### src/rtl/seg_disp_pkg.sv
// Shared types and constants for the 4-digit seven-segment display path.
package seg_disp_pkg;
  localparam int NUM_DIGITS = 4;
  localparam int SEL_W      = 2;
  localparam int NIB_W      = 4;
  localparam int FRAME_W    = 16;

  typedef logic [SEL_W-1:0]      digit_sel_t;
  typedef logic [NUM_DIGITS-1:0] an_t;

  localparam an_t        AN_OFF     = 4'b1111;
  localparam digit_sel_t LAST_DIGIT = digit_sel_t'(NUM_DIGITS - 1);
endpackage

### src/rtl/seg_scan_ctrl_if.sv
// Frame-update handshake between the data producer and the scan controller.
interface seg_scan_ctrl_if;
  import seg_disp_pkg::*;

  logic                  upd_req;
  logic [FRAME_W-1:0]    data_in;
  logic [NUM_DIGITS-1:0] dp_in;
  logic                  upd_ack;

  modport master (output upd_req, data_in, dp_in, input upd_ack);
  modport slave  (input upd_req, data_in, dp_in, output upd_ack);
endinterface

### src/rtl/seg_tick_div.sv
// Digit-slot prescaler: counts 0..TICK_DIV-1 while enabled, held at 0 otherwise.
module seg_tick_div #(
  parameter int TICK_DIV = 100000,
  parameter int CNT_W    = $clog2(TICK_DIV)
) (
  input  logic             clk,
  input  logic             rst_n,
  input  logic             en,
  input  logic             clr,
  output logic [CNT_W-1:0] div_cnt,
  output logic             tick
);
  localparam logic [CNT_W-1:0] LAST = CNT_W'(TICK_DIV - 1);

  generate
    if (TICK_DIV < 2) begin : g_bad_div
      $fatal(1, "seg_tick_div: TICK_DIV must be >= 2");
    end
  endgenerate

  assign tick = en && !clr && (div_cnt == LAST);

  always_ff @(posedge clk or negedge rst_n) begin
    if (!rst_n) begin
      div_cnt <= '0;
    end else if (!en || clr || tick) begin
      div_cnt <= '0;
    end else begin
      div_cnt <= div_cnt + 1'b1;
    end
  end
endmodule

### src/rtl/seg_scan_ctrl.sv
// Seven-segment scan controller with frame-aligned update handshake and dead-time blanking.
// Optional digit blinking is enabled by defining SEG_BLINK_EN.
module seg_scan_ctrl
  import seg_disp_pkg::*;
#(
  parameter int TICK_DIV   = 100000,
  parameter int DEAD_CYC   = 64,
  parameter int BLINK_LOG2 = 8
) (
  input  logic                clk,
  input  logic                rst_n,
  input  logic                en,
  seg_scan_ctrl_if.slave      upd,
  output digit_sel_t          scan_sel,
  output logic [FRAME_W-1:0]  data_cur,
  output an_t                 an,
  output logic                dp,
  output logic                frame_done
`ifdef SEG_BLINK_EN
  ,
  input  logic [NUM_DIGITS-1:0] blink_mask
`endif
);
  localparam int               CNT_W    = $clog2(TICK_DIV);
  localparam logic [CNT_W-1:0] DEAD_LIM = CNT_W'(DEAD_CYC);

  generate
    if (DEAD_CYC < 0 || DEAD_CYC >= TICK_DIV) begin : g_bad_dead
      $fatal(1, "seg_scan_ctrl: DEAD_CYC must satisfy 0 <= DEAD_CYC < TICK_DIV");
    end
    if (BLINK_LOG2 < 1) begin : g_bad_blink
      $fatal(1, "seg_scan_ctrl: BLINK_LOG2 must be >= 1");
    end
  endgenerate

  logic [CNT_W-1:0]      div_cnt;
  logic [CNT_W-1:0]      div_next;
  logic                  tick;

  digit_sel_t            sel_reg, sel_next;
  logic [FRAME_W-1:0]    data_reg, data_next;
  logic [NUM_DIGITS-1:0] dp_cur_reg, dp_cur_next;
  an_t                   an_reg, an_next;
  logic                  dp_reg, dp_next;
  logic                  ack_reg, ack_next;
  logic                  frame_done_reg;
  logic                  dark_done_reg, dark_done_next;
  logic                  boundary, dark_load, load, active, blanked;

`ifdef SEG_BLINK_EN
  logic [BLINK_LOG2-1:0] frame_cnt_reg, frame_cnt_next;
`endif

  seg_tick_div #(
    .TICK_DIV (TICK_DIV),
    .CNT_W    (CNT_W)
  ) u_tick_div (
    .clk     (clk),
    .rst_n   (rst_n),
    .en      (en),
    .clr     (1'b0),
    .div_cnt (div_cnt),
    .tick    (tick)
  );

  always_comb begin
    // Mirror of the prescaler's next count so an/dp line up with the slot they describe.
    div_next = (!en || tick) ? '0 : div_cnt + 1'b1;
    sel_next = !en ? '0 : (tick ? sel_reg + 1'b1 : sel_reg);

    boundary  = tick && (sel_reg == LAST_DIGIT);
    // While dark, load once per request; dark_done stops a held request from re-acking.
    dark_load = !en && upd.upd_req && !ack_reg && !dark_done_reg;
    load      = (boundary && upd.upd_req) || dark_load;

    data_next      = load ? upd.data_in : data_reg;
    dp_cur_next    = load ? upd.dp_in : dp_cur_reg;
    ack_next       = load;
    dark_done_next = en ? 1'b0 : (upd.upd_req && (dark_done_reg || dark_load));

    blanked = 1'b0;
`ifdef SEG_BLINK_EN
    frame_cnt_next = boundary ? frame_cnt_reg + 1'b1 : frame_cnt_reg;
    blanked        = frame_cnt_next[BLINK_LOG2-1] && blink_mask[sel_next];
`endif

    active  = en && (div_next >= DEAD_LIM) && !blanked;
    an_next = active ? ~(an_t'(1) << sel_next) : AN_OFF;
    dp_next = active ? ~dp_cur_next[sel_next] : 1'b1;
  end

  always_ff @(posedge clk or negedge rst_n) begin
    if (!rst_n) begin
      sel_reg        <= '0;
      data_reg       <= '0;
      dp_cur_reg     <= '0;
      an_reg         <= AN_OFF;
      dp_reg         <= 1'b1;
      ack_reg        <= 1'b0;
      frame_done_reg <= 1'b0;
      dark_done_reg  <= 1'b0;
    end else begin
      sel_reg        <= sel_next;
      data_reg       <= data_next;
      dp_cur_reg     <= dp_cur_next;
      an_reg         <= an_next;
      dp_reg         <= dp_next;
      ack_reg        <= ack_next;
      frame_done_reg <= boundary;
      dark_done_reg  <= dark_done_next;
    end
  end

`ifdef SEG_BLINK_EN
  always_ff @(posedge clk or negedge rst_n) begin
    if (!rst_n) begin
      frame_cnt_reg <= '0;
    end else begin
      frame_cnt_reg <= frame_cnt_next;
    end
  end
`endif

  assign scan_sel    = sel_reg;
  assign data_cur    = data_reg;
  assign an          = an_reg;
  assign dp          = dp_reg;
  assign frame_done  = frame_done_reg;
  assign upd.upd_ack = ack_reg;
endmodule

### src/flat_wrapper.sv
// flat-port wrapper written by rule: the top's interface ports become plain ports
module seg_scan_ctrl_flat import seg_disp_pkg::*;
#(
  parameter int TICK_DIV   = 100000,
  parameter int DEAD_CYC   = 64,
  parameter int BLINK_LOG2 = 8
)
  (clk, rst_n, en, scan_sel, data_cur, an, dp, frame_done, upd_upd_req, upd_data_in, upd_dp_in, upd_upd_ack);
  seg_scan_ctrl_if upd_i ();
  input  logic clk;
  input  logic rst_n;
  input  logic en;
  output digit_sel_t scan_sel;
  output logic [FRAME_W-1:0] data_cur;
  output an_t an;
  output logic dp;
  output logic frame_done;
  input wire logic [$bits(upd_i.upd_req)-1:0] upd_upd_req;
  input wire logic [$bits(upd_i.data_in)-1:0] upd_data_in;
  input wire logic [$bits(upd_i.dp_in)-1:0] upd_dp_in;
  output wire logic [$bits(upd_i.upd_ack)-1:0] upd_upd_ack;
  assign upd_i.upd_req = upd_upd_req;
  assign upd_i.data_in = upd_data_in;
  assign upd_i.dp_in = upd_dp_in;
  assign upd_upd_ack = upd_i.upd_ack;
  seg_scan_ctrl #(.TICK_DIV(TICK_DIV), .DEAD_CYC(DEAD_CYC), .BLINK_LOG2(BLINK_LOG2)) u_core (.clk(clk), .rst_n(rst_n), .en(en), .upd(upd_i), .scan_sel(scan_sel), .data_cur(data_cur), .an(an), .dp(dp), .frame_done(frame_done));
endmodule
### config.mk
export PLATFORM = sky130hd
export DESIGN_NAME = seg_scan_ctrl_flat
export DESIGN_NICKNAME = d
export VERILOG_FILES = /design/src/rtl/seg_disp_pkg.sv /design/src/rtl/seg_scan_ctrl_if.sv /design/src/rtl/seg_tick_div.sv /design/src/rtl/seg_scan_ctrl.sv /design/src/flat_wrapper.sv
export SDC_FILE = /design/constraint.sdc
export NUM_CORES = 1
export LEC_CHECK = 0
export CAP_MARGIN = 10
export CELL_PAD_IN_SITES_DETAIL_PLACEMENT = 1
export CELL_PAD_IN_SITES_GLOBAL_PLACEMENT = 1
export CORE_MARGIN = 4
export CORE_UTILIZATION = 39
export CTS_BUF_LIST = sky130_fd_sc_hd__clkbuf_16
export CTS_CLUSTER_DIAMETER = 60
export DETAILED_ROUTE_END_ITERATION = 6
export GPL_TIMING_DRIVEN = 1
export PLACE_DENSITY_LB_ADDON = 0.1
export SLEW_MARGIN = 20
export SYNTH_ARGS = -nofsm -noshare
export SYNTH_HDL_FRONTEND = slang
export SYNTH_SLANG_ARGS = --single-unit
### constraint.sdc
create_clock -name clk -period 2.82 [get_ports clk]
set_clock_uncertainty 0.15 [all_clocks]
set_input_delay 0.423 -clock clk [delete_from_list [all_inputs] [get_ports clk]]
set_output_delay 0.423 -clock clk [all_outputs]
set_load 0.02 [all_outputs]
==> flow_summary.toml <==
[outcome]
outcome = "finished, violations left"
violations = "hold timing"

[final_layout]
largest_register_ffs = 17
area_growth_pct = 33.24
final_cells = 314
antennaDiodeCount = 0
drive_gt1_frac = 0.1694
layout.nets = 268
regMostFlops = "u_core.u_tick_div.div_cnt"

[drt]
ant_nets = 0
routed_wl_mm = 5.534
routedWlPerCell_um = 17.62
drc = 0
via_per_inst = 5.194
dr.pass1.iters = 4
num_vias = 1631
drtIter0Drc = 69

[clock_tree]
postCtsResizedCells = 0
cts_sinks = 47
cts_buffer_depth = 2
cts_tree = "done"
post_cts_buffers = 0
ctsRootBufferMaster = "clkbuf_16"
cts_buffers = 5
cts_max_level = 2
clk_pin_slew_ps = 60
clk_latency_ps = 280
cts_hold_buf = 0

[placed_design]
place_congestion = 0.7927
post-dp-hpwl_mm = 4.094
dp.cells = 307
port_buffers = 48

[power_and_ir_drop]
ir_worst_vdd_mv = 0.2781
power_density_nw_per_um2 = 560.3
p_leak_uw = 0.001212

[sta]
finalHoldViolCount = 9
period_share = 0.9380
finalSetupViolCount = 0
rsz0062_at_grt = "false"
max_freq_ghz = 0.3781
fin_crit_ps = 2645
relSlewSlack = 0.6123
slew_violations = 0
worst_slew_pin_slew_ps = 581.5
setup_tns_ps = 0
fin_hold_ws_ps = -5.969

[flow_run]
drv_cap = 0

[floorplanning]
rows = 27
die_h_um = 82.89
io_pins = 49
coreArea_sq_um = 5473
die_w_um = 82.89
die-area_sq_um = 6870
initial_core_util = 0.3996

[worst_setup_path]
cp-start-kind = "register"
worst_ep_arrival_time_ps = 2690
crit_path_start = "u_core.u_tick_div.div_cnt[0]"
rr_endpoint = "u_core.dp"
cp_data_required_time_ps = 2860
r2r_cells = 7
r2r-start = "u_core.u_tick_div.div_cnt[0]"
r2r_slack_ps = 170
critical_path_class = "reg -> reg"
cp-endpoint = "u_core.dp"
worst_setup_path_end_kind = "register"
crit_fanout = 5

[synth]
postSynthCellCount = 187
synth_top_area_frac = 0.4805
yosys_warnings = 0
yosysTopAreaCell = "dfrtp_1"
syn-num-nets = 213
synth.distinct_cells = 40
synth_area_sq_um = 2187
synth_area_leaders = "dfrtp_1 (48%), mux2_2 (7.2%), dfstp_2 (6.0%), xnor2_1 (5.2%), nor2_1 (3.3%)"
ys_seq_area_frac = 0.5406
synth_area_per_cell_sq_um = 11.70
ys_seq_elements = 47

[grt]
grt_usage = 0.1724
grt_max_degree = 48
grt_pass1_wl_mm = 9.673
grt_pass1_vias = 1933
antenna_found_initial = 0
grt_overflow = 0

[min_path]
hold_class = "in -> async"
==> how the worst min path moves through the flow <==
| stage | cells past startpoint | startpoint | slack (ps) | end |
|---|---|---|---|---|
| finish | 1 | rst_n | -6 | u_core.data_cur[15] |
| global route | 1 | rst_n | 40 | u_core.data_cur[14] |
| CTS | 1 | rst_n | 210 | u_core.data_cur[15] |
| detailed placement | 1 | u_core.data_cur[15] | 330 | u_core.data_cur[15] |
| global placement | 1 | u_core.u_tick_div.div_cnt[0] | 320 | u_core.u_tick_div.div_cnt[0] |
| floorplan | 0 | rst_n | -20 | u_core.dark_done_reg |
==> synthesized netlist by cell type (all sizes together) <==
master	count
and4	3
nor2b	1
nand2	16
mux2	20
clkbuf	2
xor2	6
o21ai	2
a31o	1
or2	1
a21oi	1
and2	2
and4bb	2
inv	1
nand2b	1
nor4b	1
ha	2
nor3	5
dfstp	5
xnor2	13
o22ai	1
nand3b	1
nand4	6
or4b	3
nor4	1
nor3b	2
or3	3
nor2	19
buf	6
nand3	9
dfrtp	42
mux2i	5
a221oi	1
a41oi	1
and3	2
==> per-stage QoR <==
stage | util | worst slack (ps) | hold WS (ps) | total power (uW) | cell area [sq um]
after detailed placement | 0.5069 | 156.6 | 329.9 | 1098 | 2774
after floorplan | - | 386.3 | -22.59 | 918.5 | 2187
final | 0.5325 | 175.0 | -5.969 | 1633 | 2914
after global routing | 0.5325 | 12.15 | 35.55 | 1712 | 2914
after global placement | 0.5069 | 265.1 | 317.8 | 1079 | 2774
after CTS | 0.5320 | 162.4 | 210.3 | 1661 | 2912
==> power breakdown <==
part           leakage (uW)  internal, uW  switching [uW]
sequential         0.000591           741            33.7
clock             0.0000677           323             231
combinational      0.000553           163             141
total               0.00121          1230             406
==> layout make-up <==
type / count / area (sq um)
sequential: 47 / 1182
tap: 72 / 90.09
clock buffer: 5 / 125.1
multi-input combinational: 131 / 962.2
clock inverter: 2 / 12.51
inverter: 1 / 3.754
timing repair buffer: 56 / 538.0
fill: 596 / 2559
==> routing by layer <==
metal | vias up | share of wire | track usage
li1 | 760 | - | -
met1 | 834 | 0.40 | 0.1938
met2 | 35 | 0.56 | 0.3280
met3 | 2 | 0.035 | 0.03472
met4 | 0 | 0.0042 | 0.04458
met5 | - | 0 | 0
==> worst max-delay path: stages (launching register included) <==
cell	delay (ps)
dfrtp_1	390
ha_1	240
nand4_1	140
or4b_4	580
mux2i_1	200
a221oi_1	90
a41oi_2	300
or4b_1	480
==> cells in the final DEF (no fill, tap or decap), types with 2 or more instances in the layout <==
master,Yosys,layout
mux2i_1,5,5
mux2_1,6,6
buf_4,2,9
dfstp_2,5,5
nor3b_1,2,2
nand3_1,9,9
or4b_1,2,2
nand4_1,5,5
nand2_1,16,16
nor3_1,5,5
clkbuf_16,0,5
mux2_2,14,14
xor2_1,6,6
and4_1,3,3
ha_1,2,2
dfrtp_1,42,42
and3_1,2,2
nor2_1,19,19
or3_1,3,3
clkdlybuf4s50_1,0,47
xnor2_1,13,13
and2_1,2,2
==> logic make-up (layout without fill, tap and decap cells) <==
kind of cell             after synthesis  count (layout)  share of synthesized area
XOR/XNOR                              19              19                    0.07609
flip-flops                            47              47                     0.5406
buffers and inverters                  9              64                    0.02117
adder cells (fa/ha/maj)                2               2                    0.01144
AND/OR/NAND/NOR                       78              78                     0.1997
AO/OA/AOI/OAI                          7               7                    0.02517
multiplexers                          25              25                     0.1259
No activity file was read; power rests on OpenSTA's default activity.
